`src/rtl/spi_master_burst.sv`:
```
// SPI master with runtime mode, bit order and clock divider. It runs multi-word bursts
// with SS held low and streams received words out as one-cycle RxValid strobes.
module spi_master_burst #(
   parameter int DATA_WIDTH = 8,
   parameter int NUM_SS     = 4,
   parameter int SEL_WIDTH  = 2,
   parameter int DIV_WIDTH  = 4,
   parameter int LEN_WIDTH  = 8
) (
   input  logic                  Clk,
   input  logic                  Reset,
   input  logic                  Start,
   input  logic [SEL_WIDTH-1:0]  SlaveSel,
   input  logic [1:0]            Mode,
   input  logic                  LsbFirst,
   input  logic [DIV_WIDTH-1:0]  ClkDiv,
   input  logic [LEN_WIDTH-1:0]  BurstLen,
   input  logic [DATA_WIDTH-1:0] TxData,
   input  logic                  TxValid,
   output logic                  TxReady,
   output logic [DATA_WIDTH-1:0] RxData,
   output logic                  RxValid,
   output logic                  Busy,
   output logic                  Done,
   input  logic                  MISO,
   output logic                  SClk,
   output logic                  MOSI,
   output logic [NUM_SS-1:0]     SS
);

   localparam int EW = $clog2(2 * DATA_WIDTH);
   localparam int BW = EW - 1;
   localparam logic [EW-1:0] LAST_EDGE = EW'(2 * DATA_WIDTH - 1);
   localparam logic [BW-1:0] LAST_BIT  = BW'(DATA_WIDTH - 1);
   localparam int unsigned   NSS       = NUM_SS;

   typedef enum logic [2:0] {S_IDLE, S_SETUP, S_XFER, S_GAP, S_HOLD} state_t;

   state_t                state_q, state_d;
   logic [DIV_WIDTH-1:0]  div_cnt_q, div_cnt_d;
   logic [DIV_WIDTH-1:0]  clk_div_q, clk_div_d;
   logic [EW-1:0]         edge_q, edge_d;
   logic [LEN_WIDTH-1:0]  words_q, words_d;
   logic [DATA_WIDTH-1:0] tx_q, tx_d;
   logic [DATA_WIDTH-1:0] rx_q, rx_d;
   logic [DATA_WIDTH-1:0] rx_data_q, rx_data_d;
   logic                  rx_valid_q, rx_valid_d;
   logic                  done_q, done_d;
   logic                  busy_q, busy_d;
   logic                  sclk_q, sclk_d;
   logic                  mosi_q, mosi_d;
   logic [NUM_SS-1:0]     ss_q, ss_d;
   logic                  have_q, have_d;
   logic                  cpha_q, cpha_d;
   logic                  lsb_q, lsb_d;

   logic                  tick;
   logic                  leading;
   logic                  sel_ok;
   logic [BW-1:0]         bit_num;
   logic [BW-1:0]         bit_nxt;

   function automatic logic [BW-1:0] bit_pos(input logic [BW-1:0] b, input logic lsb);
      return lsb ? b : LAST_BIT - b;
   endfunction

   assign tick    = (div_cnt_q == clk_div_q);
   assign leading = ~edge_q[0];
   assign bit_num = edge_q[EW-1:1];
   assign bit_nxt = bit_num + 1'b1;
   assign sel_ok  = (32'(SlaveSel) < NSS);

   always_comb begin
      state_d    = state_q;
      div_cnt_d  = div_cnt_q;
      clk_div_d  = clk_div_q;
      edge_d     = edge_q;
      words_d    = words_q;
      tx_d       = tx_q;
      rx_d       = rx_q;
      rx_data_d  = rx_data_q;
      rx_valid_d = 1'b0;
      done_d     = 1'b0;
      busy_d     = busy_q;
      sclk_d     = sclk_q;
      mosi_d     = mosi_q;
      ss_d       = ss_q;
      have_d     = have_q;
      cpha_d     = cpha_q;
      lsb_d      = lsb_q;

      unique case (state_q)
         S_IDLE: begin
            sclk_d = Mode[1];
            if (Start && sel_ok) begin
               cpha_d    = Mode[0];
               lsb_d     = LsbFirst;
               clk_div_d = ClkDiv;
               words_d   = (BurstLen == '0) ? LEN_WIDTH'(1) : BurstLen;
               tx_d      = TxData;
               ss_d      = ~({{(NUM_SS-1){1'b0}}, 1'b1} << SlaveSel);
               mosi_d    = Mode[0] ? 1'b0 : TxData[bit_pos('0, LsbFirst)];
               busy_d    = 1'b1;
               div_cnt_d = '0;
               edge_d    = '0;
               have_d    = 1'b0;
               state_d   = S_SETUP;
            end
         end

         S_SETUP: begin
            if (tick) begin
               div_cnt_d = '0;
               state_d   = S_XFER;
            end else begin
               div_cnt_d = div_cnt_q + 1'b1;
            end
         end

         S_XFER: begin
            if (tick) begin
               div_cnt_d = '0;
               sclk_d    = ~sclk_q;
               edge_d    = edge_q + 1'b1;
               // Sampling edge is the leading one for CPHA=0 and the trailing one for CPHA=1.
               if (leading ^ cpha_q) begin
                  rx_d[bit_pos(bit_num, lsb_q)] = MISO;
               end else if (cpha_q) begin
                  mosi_d = tx_q[bit_pos(bit_num, lsb_q)];
               end else if (bit_num != LAST_BIT) begin
                  mosi_d = tx_q[bit_pos(bit_nxt, lsb_q)];
               end
               if (edge_q == LAST_EDGE) begin
                  edge_d     = '0;
                  rx_data_d  = rx_d;
                  rx_valid_d = 1'b1;
                  if (words_q > LEN_WIDTH'(1)) begin
                     words_d = words_q - 1'b1;
                     have_d  = 1'b0;
                     state_d = S_GAP;
                  end else begin
                     state_d = S_HOLD;
                  end
               end
            end else begin
               div_cnt_d = div_cnt_q + 1'b1;
            end
         end

         S_GAP: begin
            if (TxValid && !have_q) begin
               tx_d   = TxData;
               have_d = 1'b1;
            end
            // The divider parks at its terminal count until a word is held.
            if (tick) begin
               if (have_q) begin
                  div_cnt_d = '0;
                  have_d    = 1'b0;
                  mosi_d    = cpha_q ? mosi_q : tx_q[bit_pos('0, lsb_q)];
                  state_d   = S_XFER;
               end
            end else begin
               div_cnt_d = div_cnt_q + 1'b1;
            end
         end

         S_HOLD: begin
            if (tick) begin
               div_cnt_d = '0;
               ss_d      = '1;
               done_d    = 1'b1;
               busy_d    = 1'b0;
               mosi_d    = 1'b0;
               state_d   = S_IDLE;
            end else begin
               div_cnt_d = div_cnt_q + 1'b1;
            end
         end

         default: state_d = S_IDLE;
      endcase
   end

   always_ff @(posedge Clk) begin
      if (Reset) begin
         state_q    <= S_IDLE;
         div_cnt_q  <= '0;
         clk_div_q  <= '0;
         edge_q     <= '0;
         words_q    <= '0;
         tx_q       <= '0;
         rx_q       <= '0;
         rx_data_q  <= '0;
         rx_valid_q <= 1'b0;
         done_q     <= 1'b0;
         busy_q     <= 1'b0;
         sclk_q     <= 1'b0;
         mosi_q     <= 1'b0;
         ss_q       <= '1;
         have_q     <= 1'b0;
         cpha_q     <= 1'b0;
         lsb_q      <= 1'b0;
      end else begin
         state_q    <= state_d;
         div_cnt_q  <= div_cnt_d;
         clk_div_q  <= clk_div_d;
         edge_q     <= edge_d;
         words_q    <= words_d;
         tx_q       <= tx_d;
         rx_q       <= rx_d;
         rx_data_q  <= rx_data_d;
         rx_valid_q <= rx_valid_d;
         done_q     <= done_d;
         busy_q     <= busy_d;
         sclk_q     <= sclk_d;
         mosi_q     <= mosi_d;
         ss_q       <= ss_d;
         have_q     <= have_d;
         cpha_q     <= cpha_d;
         lsb_q      <= lsb_d;
      end
   end

   assign TxReady = (state_q == S_GAP) && !have_q;
   assign RxData  = rx_data_q;
   assign RxValid = rx_valid_q;
   assign Busy    = busy_q;
   assign Done    = done_q;
   assign SClk    = sclk_q;
   assign MOSI    = mosi_q;
   assign SS      = ss_q;

endmodule

```
`config.mk`:
```
export PLATFORM = sky130hd
export DESIGN_NAME = spi_master_burst
export DESIGN_NICKNAME = d
export VERILOG_FILES = /design/src/rtl/spi_master_burst.sv
export SDC_FILE = /design/constraint.sdc
export NUM_CORES = 1
export LEC_CHECK = 0
export ABC_AREA = 1
export CORE_UTILIZATION = 50
export CTS_CLUSTER_DIAMETER = 120
export DETAILED_ROUTE_END_ITERATION = 16
export DONT_BUFFER_PORTS = 1
export PLACE_DENSITY = 0.64
export SLEW_MARGIN = 15
export SYNTH_ARGS = -nofsm -noshare
export SYNTH_HDL_FRONTEND = slang
export SYNTH_SLANG_ARGS = --single-unit
```
`constraint.sdc`:
```
create_clock -name Clk -period 2.1 [get_ports Clk]
set_clock_uncertainty 0.2 [all_clocks]
set_input_delay 0.42 -clock Clk [delete_from_list [all_inputs] [get_ports Clk]]
set_output_delay 0.42 -clock Clk [all_outputs]
set_load 0.02 [all_outputs]
```
After elaboration in Yosys (flattened, before gate mapping):

Cells that the tools add are included.

* add/subtract/negate cells: 6
* order comparisons: 6
* equal/unequal tests: 20
* shifts and indexed selects: 1
* multiplexer cells: 70
* bitwise gates (word level): 7
* reduce and logical (&&, ||, !) cells: 27

Operator list (count)
* $mux W8: 8
* $mux W3: 12
* $mux W4: 8
* $pmux W8 S2: 2
* $mux W1: 26
* $ne A2 B2 Y1 const B: 11
* $lt A3 B4 Y1 const B: 4
* $pmux W4 S2: 2
* $pmux W3 S5: 1
* $reduce_and A3 Y1: 5
* $bmux W1 S3: 4
* $pmux W4 S3: 1
* $reduce_and A5 Y1: 2
* $ne A3 B3 Y1 const B: 3
* $reduce_and A9 Y1: 1
* $add A4 B1 Y4 const B: 2
* $bwmux W8: 1
* $gt A8 B1 Y1 const B: 1
* $logic_not A8 Y1: 1
* $sub A8 B1 Y8 const B: 1
* $reduce_and A7 Y1: 1
* $eq A3 B2 Y1 const B: 2
* $reduce_and A2 Y1: 3
* $reduce_bool A2 Y1: 3
* 22 further kinds: 32

* register bits after elaboration: 59
* word-level logic and storage cells: 154

Depth between registers and ports, before layout:

* depth after elaboration: 10
* gate-level depth with buffers: 14

Worst setup path before layout:

No wires, ideal clock.

* path kind: register to register
* start point: reg words_q[0]
* end point: reg words_q[6]
* arrival time: 1.476 ns
* required time: 1.769 ns
* setup slack: 0.294 ns
* cell stages (with the launch flop): 13
* buffers on the path: 0
* period minus slack after synthesis: 1.806 ns
* path through: dfxtp_1 inv_1 ha_1 o21ai_0 nor2_1 nand2_1 nand2_1 nor2_2 nand2_4 inv_4 nand2_1 nand2_1 a21oi_2

* word-level cells in the longest chain between the ends: 5
* elaborated cells between the ends (all ways): 8
* classes of those cells: 1 x add/sub; 1 x order compare; 1 x eq/ne; 4 x mux; 1 x reduce/logical

RTL lines
* from (decl): RTL line 43 `logic [LEN_WIDTH-1:0] words_q, words_d;`
* from (signal assigned): RTL line 209 `words_q <= words_d;`
* $sub A8 B1 Y8: RTL line 138 `words_d = words_q - 1'b1;`
* $mux W8: RTL line 137 `if (words_q > LEN_WIDTH'(1)) begin`
* $mux W8: RTL line 133 `if (edge_q == LAST_EDGE) begin`
* $mux W8: RTL line 121 `if (tick) begin`
* $pmux W8 S2: RTL line 92 `unique case (state_q)`

Several ways; a longest one is shown, not always the timed one. The select of a mux whose other input is x is not followed.
A chain may end at the register's enable or synchronous reset.

Final worst setup path:

* start point: reg state_q[2]
* end point: out TxReady

* word-level cells in the longest chain between the ends: 2

RTL lines
* from (decl): RTL line 39 `state_t state_q, state_d;`
* from (signal assigned): RTL line 205 `state_q <= state_d;`
* $eq A3 B2 Y1: RTL line 225 `assign TxReady = (state_q == S_GAP) && !have_q;`
* $logic_and A1 B1 Y1: RTL line 225
* to (decl): RTL line 20 `output logic TxReady,`

Every way passes these cells.

==> flow_metrics.tcl <==
set metrics [dict create \
    start_util_pct 51.7 \
    synth-main-ff-cell "dfxtp_1" \
    wl_um 7310 \
    grtUsageMet1_pct 27.6 \
    nNetsFinal 509 \
    arrival_ns 1.34 \
    path_clk_slew_ns 0.07 \
    drcViolationCount 0 \
    tightestPinTransition_ns 0.330 \
    outcome "completed" \
    diodes 0 \
    port_buffers 0 \
    ys_async_sr_fraction_pct 0 \
    firstDrtPassIters 4 \
    grt_pass1_wl_um 12700 \
    design.die.area_sq_mm 0.00689 \
    drive_gt1_share_pct 14.9 \
    fin_area_sq_mm 0.00361 \
    criticalPathCategory "reg -> out" \
    grtUsageMet2_pct 39.3 \
    avgRoutedWirePerCell_um 13.2 \
    busiest_layer "met2" \
    cts_made_buffers 9 \
    htree_levels 3 \
    worst_setup_path_end_kind "output pin" \
    cts.sink_count 59 \
    overflow 0 \
    cap_violations 0 \
    vias 2945 \
    core_area_sq_mm 0.00635 \
    cp.required_ns 1.48 \
    fp.dieW_um 83.0 \
    nFillCells 618 \
    die_height_um 83.0 \
    gp_congestion 0.886 \
    p_per_area_mw_per_mm2 1440 \
    gr-usage-met3_pct 5.67 \
    r2r_slack_ns 0.20 \
    cpPeakStageDelay_ns 0.35 \
    antenna_found_initial 0 \
    ant_nets 0 \
    final_common_cell "nand2_1" \
    dp_hpwl_um 5360 \
    rr_startpoint "div_cnt_q[2]" \
    std_cell_rows 29 \
    leakagePower_nw 1.60 \
    path_max_fanout 6 \
    hp-class "in -> reg" \
    grt_use_total_pct 22.7 \
    mostFrequentLayoutCells "nand2_1, dfxtp_1, nor2_1, inv_1, a21oi_1" \
    timing.critical_path.cells "inv_1 > nand2_1 > nor3_2 > buf_4" \
    synth_cell_types 38 \
    slowest_stage "dfxtp_1" \
    rsz0062_at_grt "no" \
    finalSetupViolCount 0 \
    total_power_mw 5.20 \
    hold_ws_ns 0.0279 \
    start_kind "flip-flop" \
    grt_pass1_vias 2747 \
    first_iter_violations 111 \
    period_share_pct 93.3 \
    ys_seq_area_share_pct 36.0 \
    fmax_ghz 0.511 \
    synth_edf_count 0 \
    avgSynthCellArea_sq_um 7.06 \
    vias_per_cell 5.32 \
    tns_ns 0 \
    syn_area_sq_mm 0.00328 \
    max_slew_margin_pct 77.8 \
    synth.yosys.warnings 0 \
    clock_latency_ns 0.33 \
    syn_inst 465 \
    finalCriticalPeriod_ns 1.96 \
    worstHoldStart "ClkDiv[2]" \
    syn_nets 501 \
    cts_root_buffer "clkbuf_8" \
    place_area_sq_mm 0.00335 \
    grt_start_max_net_pins 31 \
    holdPathEnd "clk_div_q[2]" \
    slew_viol_final 0 \
    holdPathStages 2 \
    peakVddDrop_mv 0.789 \
    startpoint "state_q[2]" \
    cts_tree "yes" \
    area_growth_pct 10.1 \
    cts_buffer_depth 2 \
    hold_viol_final 0 \
    r2r-end "RxData[0]" \
    ios 48 \
    rr_worst_depth 9 \
    ys_seq_elements 59 \
]
==> flip-flops by register name, summed over array words and instances, names as in the netlist <==
| signal | count |
|---|---|
| div_cnt_q | 4 |
| RxValid | 1 |
| rx_q | 8 |
| Busy | 1 |
| SS | 4 |
| MOSI | 1 |
| tx_q | 8 |
| clk_div_q | 4 |
| lsb_q | 1 |
| RxData | 8 |
| words_q | 8 |
| state_q | 3 |
| edge_q | 4 |
| have_q | 1 |
| SClk | 1 |
| Done | 1 |
| cpha_q | 1 |
==> final cells by class <==
class                   instances  area (sq um)  share of cell area, %
multi-input cells             341          1800                   49.7
clock inverters                 5          77.6                   2.15
inverters                      53           211                   5.85
repair buffers                  9           105                   2.91
well taps                      77          96.3                   2.67
flip-flops and latches         59          1190                   32.9
clock buffers                  10           138                   3.81
==> synthesized netlist by cell type, drive strengths merged, types with 5 or more instances <==
cell,number,area (sq um)
nand2,110,450
dfxtp,59,1180
nor2,58,253
inv,53,211
a21oi,48,259
o21ai,39,199
nand3,26,130
nor3,11,81.3
a211oi,10,95.1
xor2,8,70.1
buf,6,70.1
clkbuf,6,22.5
ha,6,75.1
nand4,6,37.5
or2,5,31.3
==> layer usage <==
layer / share of wire, % / vias to the layer above / wire length, um
met3: 4.5 / 9 / 326
met5: 0 / - / 0
met2: 48 / 61 / 3530
met1: 46 / 1334 / 3360
li1: - / 1541 / -
met4: 1.2 / 0 / 88
==> report_power, final <==
part / switching [mW] / internal (mW)
clock network: 0.442 / 0.689
logic: 1.53 / 0.784
registers: 0.338 / 1.42
total: 2.31 / 2.89
==> through the flow <==
| stage | utilization [%] | instances | setup slack (ns) |
|---|---|---|---|
| 2_1_floorplan | - | 465 | 0.294 |
| 3_3_place_gp | 52.8 | 537 | 0.176 |
| 3_5_place_dp | 52.8 | 537 | 0.152 |
| 4_1_cts | 56.5 | 553 | 0.0242 |
| 5_1_grt | 56.9 | 554 | 0.00840 |
| 6_report | 56.9 | 554 | 0.141 |
==> worst max path at each step <==
stage                             to  slack (ns)  cells past startpoint
after floorplan           words_q[6]        0.29                     12
after global placement    words_q[0]        0.18                     12
after detailed placement   RxData[6]        0.15                      8
after CTS                    TxReady        0.02                      3
after global routing      words_q[0]       0.008                     11
final                        TxReady        0.14                      4
==> worst max-delay path, delay by kind of cell, from the launching register on <==
family        cells  cell delay [ns]
buf+inv           2             0.29
flops             1             0.35
simple gates      2             0.36
==> timing repair <==
action,in CTS,in global routing
hold buffers,1,0
hold endpoints to repair,30,0
endpoints found under the setup margin,0,20
resized for setup,0,8
buffers inserted,0,1
==> cell families (layout without fill, tap and decap cells) <==
| logic type | count (synthesis) | count (layout) | synth area share, % |
|---|---|---|---|
| AOI/OAI and AO/OA | 103 | 103 | 18.3 |
| muxes | 4 | 4 | 1.22 |
| adders and majority gates | 6 | 6 | 2.29 |
| xor gates and xnor gates | 10 | 10 | 2.67 |
| buffers and inverters | 65 | 77 | 9.26 |
| and+or+nand+nor | 218 | 218 | 30.3 |
| DFF | 59 | 59 | 36.0 |
Power figures use the tool's default switching activity.
